--- src/rtl/freq_divider_prog.sv ---
// Runtime-programmable integer clock divider with glitch-free divisor reload at period boundaries.
// Define FREQ_DIV_ODD_EN to add a negedge flop that gives exact 50 % duty for odd divisors.
module freq_divider_prog #(
  parameter int unsigned WIDTH       = 8,
  parameter int unsigned DEFAULT_DIV = 5
) (
  input  logic             clk,
  input  logic             rst,
  input  logic             en,
  input  logic [WIDTH-1:0] div_in,
  input  logic             div_load,
  output logic             out,
  output logic             tick,
  output logic [WIDTH-1:0] div_active,
  output logic             load_err
);

  localparam logic [WIDTH-1:0] DIV_RST = WIDTH'(DEFAULT_DIV);
  localparam logic [WIDTH-1:0] CNT_RST = WIDTH'(DEFAULT_DIV - 1);

  logic [WIDTH-1:0] cnt_q, cnt_d;
  logic [WIDTH-1:0] div_active_q, div_active_d;
  logic [WIDTH-1:0] div_pend_q, div_pend_d;
  logic [WIDTH-1:0] div_next;
  logic             p_q, p_d;
  logic             pend_vld_q, pend_vld_d;
  logic             tick_q, tick_d;
  logic             load_err_q, load_err_d;
  logic             wrap;
  logic             load_ok;

  always_comb begin
    wrap         = (cnt_q == (div_active_q - WIDTH'(1)));
    load_ok      = div_load && (div_in >= WIDTH'(2));
    load_err_d   = div_load && (div_in < WIDTH'(2));
    cnt_d        = cnt_q;
    p_d          = p_q;
    div_active_d = div_active_q;
    div_pend_d   = div_pend_q;
    pend_vld_d   = pend_vld_q;
    tick_d       = 1'b0;
    div_next     = div_active_q;

    if (en) begin
      tick_d = wrap;
      if (wrap) begin
        cnt_d = '0;
        if (pend_vld_q) begin
          div_next     = div_pend_q;
          div_active_d = div_pend_q;
          pend_vld_d   = 1'b0;
        end
      end else begin
        cnt_d = cnt_q + WIDTH'(1);
      end
      // High phase is sized by the divisor of the period being entered.
      p_d = (cnt_d < (div_next >> 1));
    end

    // Evaluated after the apply so a load on a wrap cycle stays queued.
    if (load_ok) begin
      div_pend_d = div_in;
      pend_vld_d = 1'b1;
    end
  end

  always_ff @(posedge clk or negedge rst) begin
    if (!rst) begin
      cnt_q        <= CNT_RST;
      p_q          <= 1'b0;
      div_active_q <= DIV_RST;
      div_pend_q   <= DIV_RST;
      pend_vld_q   <= 1'b0;
      tick_q       <= 1'b0;
      load_err_q   <= 1'b0;
    end else begin
      cnt_q        <= cnt_d;
      p_q          <= p_d;
      div_active_q <= div_active_d;
      div_pend_q   <= div_pend_d;
      pend_vld_q   <= pend_vld_d;
      tick_q       <= tick_d;
      load_err_q   <= load_err_d;
    end
  end

`ifdef FREQ_DIV_ODD_EN
  logic n_q;

  always_ff @(negedge clk or negedge rst) begin
    if (!rst) n_q <= 1'b0;
    else      n_q <= p_q;
  end

  // The half-cycle extension applies only to odd divisors.
  assign out = p_q | (n_q & div_active_q[0]);
`else
  assign out = p_q;
`endif

  assign tick       = tick_q;
  assign div_active = div_active_q;
  assign load_err   = load_err_q;

endmodule
--- config.mk ---
export PLATFORM = sky130hd
export DESIGN_NAME = freq_divider_prog
export DESIGN_NICKNAME = d
export VERILOG_FILES = /design/src/rtl/freq_divider_prog.sv
export SDC_FILE = /design/constraint.sdc
export NUM_CORES = 1
export LEC_CHECK = 0
export CORE_MARGIN = 10
export CORE_UTILIZATION = 45
export DETAILED_ROUTE_END_ITERATION = 7
export PLACE_DENSITY = 0.7
export SYNTH_ARGS = -nofsm -noshare
export SYNTH_HDL_FRONTEND = slang
export SYNTH_SLANG_ARGS = --single-unit
export TNS_END_PERCENT = 10
--- constraint.sdc ---
create_clock -name clk -period 3.3 [get_ports clk]
set_input_delay 0.99 -clock clk [delete_from_list [all_inputs] [get_ports clk]]
set_output_delay 0.99 -clock clk [all_outputs]
set_load 0.005 [all_outputs]
After elaboration in Yosys (flattened, before gate mapping). Cells that the tools add are included.

Register bits: 28. Bits of input ports: 12. Logic and storage cells: 27.

$add $sub $neg: 2. $lt $le $gt $ge: 3. Equality and inequality tests: 1. Multiplexer cells: 9. Reduce and logical (&&, ||, !) cells: 5.

Operators with widths (count): $mux W8 (5); $add A8 B1 Y8 const B (1); $eq A8 B8 Y1 (1); $ge A8 B2 Y1 const B (1); $lt A8 B2 Y1 const B (1); $lt A8 B7 Y1 (1); $sub A8 B1 Y8 const B (1); $mux W1 (4); $reduce_bool A2 Y1 (2); $logic_and A1 B1 Y1 (2); $reduce_and A2 Y1 (1).

Logic depth before layout (Yosys ltp). Gate-level depths: netlist (run 1).

Word-level depth: 5. Mapped depth: 15.

Worst setup path after synthesis (run 1). Ideal clock, no wire load.

Path kind: flip-flop to flip-flop. Start: reg div_active_q[0] (netlist: div_active[0]). End: reg p_q (netlist: out). Library setup time: 0.094 ns. Data arrival time: 3.218 ns. Slack: -0.012 ns. Stages on the path, launching flop included: 15. Path buffers: 0. Clock period less this slack: 3.312 ns. Cell sequence: dfstp_2 -> inv_1 -> ha_1 -> nor3b_1 -> xnor2_1 -> o2111ai_2 -> nor4_4 -> nand2_2 -> mux2i_1 -> ha_1 -> or3_1 -> o221ai_1 -> o22a_1 -> nor2_1 -> a211oi_1.

Longest elaborated chain between the ends: 5.

RTL lines: from (decl) (RTL line 22) `logic [WIDTH-1:0] div_active_q, div_active_d;`; from (signal assigned) (RTL line 79) `div_active_q <= div_active_d;`; $sub A8 B1 Y8 (*) (RTL line 33) `wrap = (cnt_q == (div_active_q - WIDTH'(1)));`; $eq A8 B8 Y1 (*) (RTL line 33); $mux W8 (on tied branches); $mux W8 (RTL line 44) `if (en) begin`; $lt A8 B7 Y1 (*) (RTL line 57) `p_d = (cnt_d < (div_next >> 1));`; to (signal assigned) (RTL line 78) `p_q <= p_d;`; to (decl) (RTL line 25) `logic p_q, p_d;`.

Mark *: on every way between the ends. The rest lies on a longest branch, timed or not. The select of a mux whose other input is x is not followed. A chain may end at the register's enable or synchronous reset.

Worst setup path after layout (run 1). Ends and elaborated chain as after synthesis.

==> run metrics, run 1 <==
share of layout cells above drive strength 1 26.0%; CTS root buffer clkbuf_8; die width 81.8 um; Mean Syn Cell Area 10.0 um^2; sequential-to-total area share from yosys stat 41.1%; Area after DPL 0.00205 mm^2; Initial Util 46.6%; maxcap violations 0; initial antenna violation count 0; Reg area 707 um^2; drt wl/cell 16.9 um; synthesized area 0.00172 mm^2; net count after synthesis 192; aggregate global-route resource usage 13.3%; Filler cells 317; commonest non-fill, non-tap cell in the layout nand2_1; slew margin rel. 67.9%; number of global-route vias before repair 1498; peak supply drop 376 uV; 1st-pass router iterations 4; Crit. End Element register; Row Count 22; gr ovfl total 0; YS warnings 0; first-pass GRT wire length 7020 um; clock sinks 28; total number of H-tree levels 1; fin crit period 3.15 ns; Chip Height 81.8 um; largest net degree at the start of global routing 29; CTS tree yes; DP HPWL 3280 um; hold-critical path endpoint div_pend_q[7]$_DFFE_PN0P_; die area 0.00669 mm^2; Worst Skew 0.00275 ns; P_leak 1.02 nW; Vias 1435; Clock Latency Late Sink 0.28 ns; Max Clk Rate 317 MHz; most frequent cells in the layout nand2_1, dfrtp_1, clkdlybuf4s50_1; R2R cell count 13; First DRT Iteration DRCs 96; setup violators final 0; multi-input logic area 0.00104 mm^2; Hold WS 0.510 ns; Avg Vias per Cell 5.61; antenna cells 0; area of the core 0.00369 mm^2; total power 2.22 mW; nets 229; crit-path max FO 4; Max Slew Vio Count 0; post-place setup slack 0.0478 ns; setup TNS 0 ns; Final GP Congestion 0.844; Tcrit/Tclk final 95.5%; min-delay src div_pend_q[7]$_DFFE_PN0P_; Power Dens Cells 997 mW/mm^2; final hold vios 0; status complete, no violations; critical path launch point type register; Post-Syn Instances 172; Finished Cell Area 0.00223 mm^2; #FFs+latches synth 28; residual DRC count 0; Worst Hold Depth 2; number of routed nets with antenna violations 0; ys flop type dfrtp_1; WL final 4330 um; clk slew on worst S/H paths 0.10 ns; critical path class register to register; Worst EP required 3.50 ns; asr flop ratio synth 100%; r2r startpoint div_active[0]$_DFFE_PN1P_; I/O pin cnt 23; arrival time at the worst endpoint 3.36 ns; CTS Buf Count 3; R2R Path End out$_DFFE_PN0P_; Worst Slack Setup Final 0.148 ns; Layout area overhead 29.8%; R2R setup slack 0.15 ns; Max Root-Sink Buffers 2; worst slew pin tran 0.478 ns; hold buffers post-CTS 0; path category of the worst min-delay check register to register; I/O Buffers 22; count of different cell masters after synthesis 44; Post-synth EDFFs 0
how the worst max path moves through the flow:
stage,slack (ns),to,startpoint,cells past startpoint
detailed placement,0.05,out$_DFFE_PN0P_,div_active[0]$_DFFE_PN1P_,14
finish,0.15,out$_DFFE_PN0P_,div_active[0]$_DFFE_PN1P_,13
global route,-0.04,out$_DFFE_PN0P_,div_active[1]$_DFFE_PN0P_,14
CTS,0.02,out$_DFFE_PN0P_,div_active[0]$_DFFE_PN1P_,14
floorplan,0.03,out$_DFFE_PN0P_,div_active[0]$_DFFE_PN1P_,14
global placement,0.19,out$_DFFE_PN0P_,div_active[0]$_DFFE_PN1P_,14
sequential cells by signal, summed over array words and instances, names as in the netlist:
signal and cells:
pend_vld_q 1, tick 1, cnt_q 8, load_err 1, div_pend_q 8, div_active 8, out 1
cell type report:
cell class	count	share of cell area, %
clock buffers	3	1.85
clock inverters	1	1.35
inverters	8	1.35
multi-input cells	133	46.7
flip-flops and latches	28	31.7
well taps	48	2.69
repair buffers	35	14.4
metal layers:
metal / vias up / share of wire, % / global-route usage (%)
met2: 50 / 50 / 23.7
met1: 691 / 41 / 14.9
met3: 14 / 5.8 / 3.49
met5: - / 0 / 0
li1: 680 / - / -
met4: 0 / 3.1 / 4.93
cells by family after synthesis:
family	count (synthesis)	share of synthesized area (%)
AO/OA/AOI/OAI	27	11.6
flip-flops	28	41.1
adder cells (fa/ha/maj)	8	5.82
multiplexers	18	11.2
AND/OR/NAND/NOR	65	20.2
XOR/XNOR	15	7.64
buffers and inverters	11	2.47
synthesized netlist by cell type (2+ instances only):
cell	instances	area share, %
o221ai_1	2	1.0
o21ai_0	5	1.5
xnor2_1	8	4.1
ha_1	8	5.8
dfrtp_1	23	33
nor2_1	10	2.2
a21oi_1	4	1.2
mux2i_1	8	4.7
xor2_1	7	3.6
o2bb2ai_1	3	1.5
nand2b_1	3	1.1
nand2_1	27	5.9
and3_1	2	0.73
inv_1	8	1.7
clkbuf_1	2	0.44
or3_1	2	0.73
mux2_2	10	6.6
nand3_1	6	1.7
nor2b_1	2	0.73
dfstp_2	5	7.6
nor3_1	3	0.87
o21a_1	2	0.87
report_power, final:
group / internal [mW] / switching (mW)
clock: 0.163 / 0.112
combinational: 0.669 / 0.674
sequential: 0.449 / 0.159
timing repair:
action                                  in CTS  in global routing
endpoints found under the setup margin       0                  1
gates resized for setup                      0                 17
buffers inserted                             0                  4
through the flow:
step                std cells  utilization [%]
floorplan                 172                -
global placement          248             55.7
detailed placement        248             55.7
CTS                       252             57.6
global route              256             60.5
finish                    256             60.5
critical path, stage by stage, from the launching register on:
cell,delay [ns]
dfstp_2,0.55
inv_2,0.03
ha_2,0.19
xor2_2,0.18
o31a_1,0.31
nor4_4,0.31
nand2_2,0.15
mux2i_1,0.15
ha_2,0.21
or3_4,0.37
o221ai_2,0.22
o22a_1,0.18
nor2_1,0.05
a211oi_2,0.18
Power figures use the tool's default switching activity.
==> run 2: changes to the inputs <==
--- a/config.mk
+++ b/config.mk
@@ -7,6 +7,7 @@
 export LEC_CHECK = 0
 export CORE_MARGIN = 10
 export CORE_UTILIZATION = 45
+export CTS_CLUSTER_DIAMETER = 150
 export DETAILED_ROUTE_END_ITERATION = 7
 export PLACE_DENSITY = 0.7
 export SYNTH_ARGS = -nofsm -noshare
==> results of run 2 <==
No change in the layout: final DEF, timing and power equal those of run 1.
==> run 3: changes to the inputs <==
--- a/config.mk
+++ b/config.mk
@@ -9,7 +9,7 @@
 export CORE_UTILIZATION = 45
 export CTS_CLUSTER_DIAMETER = 150
 export DETAILED_ROUTE_END_ITERATION = 7
-export PLACE_DENSITY = 0.7
+export PLACE_DENSITY = 0.67
 export SYNTH_ARGS = -nofsm -noshare
 export SYNTH_HDL_FRONTEND = slang
 export SYNTH_SLANG_ARGS = --single-unit
==> constraint.sdc (replaced) <==
create_clock -name clk -period 3.08 [get_ports clk]
set_input_delay 0.924 -clock clk [delete_from_list [all_inputs] [get_ports clk]]
set_output_delay 0.924 -clock clk [all_outputs]
set_load 0.005 [all_outputs]
==> run metrics, run 3 (synthesis results as in run 1) <==
status finished with violations; failing checks negative setup slack; nets 229 (unchanged); total power 2.45 mW (+10%); first-pass GRT wire length 6940 um (-1.2%); antenna cells 0 (unchanged); WL final 4180 um (-3.5%); I/O Buffers 22 (unchanged); post-place setup slack -0.180 ns (-0.227 ns); Pint 1.36 mW (+6.1%); aggregate global-route resource usage 13.1% (-0.23 points); most frequent cells in the layout nand2_1, dfrtp_1, clkdlybuf4s50_1; Row Count 22 (unchanged); Clock Latency Late Sink 0.27 ns (about the same); Worst EP required 3.27 ns (-0.23 ns); sequential power share 26.5% (-0.8 points); Hold WS 0.509 ns (-0.00132 ns); CTS root buffer clkbuf_8; Area after DPL 0.00209 mm^2 (+1.7%); Max Root-Sink Buffers 2 (unchanged); multi-input logic area 0.00109 mm^2 (+4.7%); total number of H-tree levels 1 (unchanged); Reg area 707 um^2 (unchanged); Tcrit/Tclk final 102% (+6.2 points); crit-path max FO 4 (unchanged); number of routed nets with antenna violations 0 (unchanged); largest net degree at the start of global routing 29 (unchanged); Clock power frac 8.3% (-4.0 points); critical path class register to register; maxcap violations 0 (unchanged); area of the core 0.00369 mm^2 (unchanged); Switching Fraction 44.7% (+2.2 points); fin crit period 3.13 ns (-0.0188 ns); I/O pin cnt 23 (unchanged); Avg Vias per Cell 5.37 (-4.3%); path category of the worst min-delay check register to register; worst slew pin tran 0.597 ns (+0.119 ns); die width 81.8 um (unchanged); Finished Cell Area 0.00225 mm^2 (+1.0%); slew margin rel. 59.9% (-8.0 points); commonest non-fill, non-tap cell in the layout nand2_1; unrepaired setup endpoints after global routing true; Placed Cells incl. Taps 247 (-0.40%); Worst Skew 0.00724 ns (+0.00449 ns); Max Clk Rate 319 MHz (+0.60%); Max Slew Vio Count 0 (unchanged); gr ovfl total 0 (unchanged); Finished Layout Cells 256 (unchanged); Layout area overhead 31.1%; Final Util 61.1% (+0.61 points); 1st-pass router iterations 4 (unchanged); final hold vios 0 (unchanged); die area 0.00669 mm^2 (unchanged); hold buffers post-CTS 0 (unchanged); clock sinks 28 (unchanged); setup violators final 1 (+1); Chip Height 81.8 um (unchanged); Psw 1.10 mW (+16%); share of layout cells above drive strength 1 26.0% (unchanged); DP HPWL 3170 um (-3.6%); critical path launch point type register; CTS tree yes; Worst Slack Setup Final -0.0529 ns (-0.201 ns); residual DRC count 0 (unchanged); Initial Util 46.6% (unchanged); First DRT Iteration DRCs 80 (-17%); initial antenna violation count 0 (unchanged); Crit. End Element register; P_leak 1.01 nW (-0.69%); Final GP Congestion 0.917 (+8.7%); Power Dens Cells 1090 mW/mm^2 (+9.2%); arrival time at the worst endpoint 3.32 ns (-0.04 ns); Filler cells 305 (-3.8%); peak supply drop 454 uV (+21%); setup TNS -0.0529 ns (-0.0529 ns); number of global-route vias before repair 1452 (-3.1%); clk slew on worst S/H paths 0.10 ns (about the same); Comb power frac 65.3% (+4.9 points); drt wl/cell 16.3 um (-3.5%); CTS Buf Count 3 (unchanged); Vias 1374 (-4.3%)
[run 3: per-layer routing]
layer | wire (um) | track usage, %
met5 | 0 | 0
met4 | 53 | 3.91
met3 | 204 | 2.84
met2 | 2160 | 23.1
met1 | 1770 | 15.5
[run 3: worst max-delay path: stages (launching register included)]
cell and delay, ns:
dfstp_2 0.55, buf_4 0.12, nor2_1 0.08, and4bb_2 0.26
xnor2_1 0.51, nor4_4 0.09, nand2_2 0.15, buf_6 0.13
mux2i_1 0.20, ha_1 0.28, buf_4 0.14, a21o_1 0.17
nand2_1 0.06, a31oi_1 0.10, a211oi_2 0.23
[run 3: final timing paths]
| kind | slack [ns] | from | cells after the start | to |
|---|---|---|---|---|
| setup / recovery | -0.05 | div_active[0]$_DFFE_PN1P_ | 14 | out$_DFFE_PN0P_ |
| hold / removal | 0.51 | div_pend_q[5]$_DFFE_PN0P_ | 2 | div_pend_q[5]$_DFFE_PN0P_ |
| setup reg to reg | -0.05 | div_active[0]$_DFFE_PN1P_ | 14 | out$_DFFE_PN0P_ |
| hold reg to reg | 0.51 | div_pend_q[5]$_DFFE_PN0P_ | 2 | div_pend_q[5]$_DFFE_PN0P_ |
| max in group asynchronous | 1.75 | rst | 2 | div_active[2]$_DFFE_PN1P_ |
| min in group asynchronous | 1.02 | rst | 2 | cnt_q[5]$_DFFE_PN0P_ |
[run 3: power groups by stage]
stage	Clock [mW]	Combinational, mW	Sequential [mW]
4_1_cts	0.208	1.51	0.644
3_5_place_dp	0	1.28	0.652
2_1_floorplan	0	0.944	0.612
3_3_place_gp	0	1.22	0.646
6_report	0.203	1.60	0.649
5_1_grt	0.219	1.75	0.665
[run 3: timing repair]
item | CTS | global route
setup buffers | 4 | 1
setup endpoints to repair | 1 | 1
endpoints found under the hold margin | 0 | 0
gates resized for setup | 8 | 5
pin swaps | 14 | 6
[run 3: layout make-up]
class | count | area share (%)
Sequential cell | 28 | 31.4
Multi-Input combinational cell | 133 | 48.4
Clock buffer | 4 | 2.00
Tap cell | 48 | 2.66
Inverter | 8 | 1.33
Timing Repair Buffer | 35 | 14.3
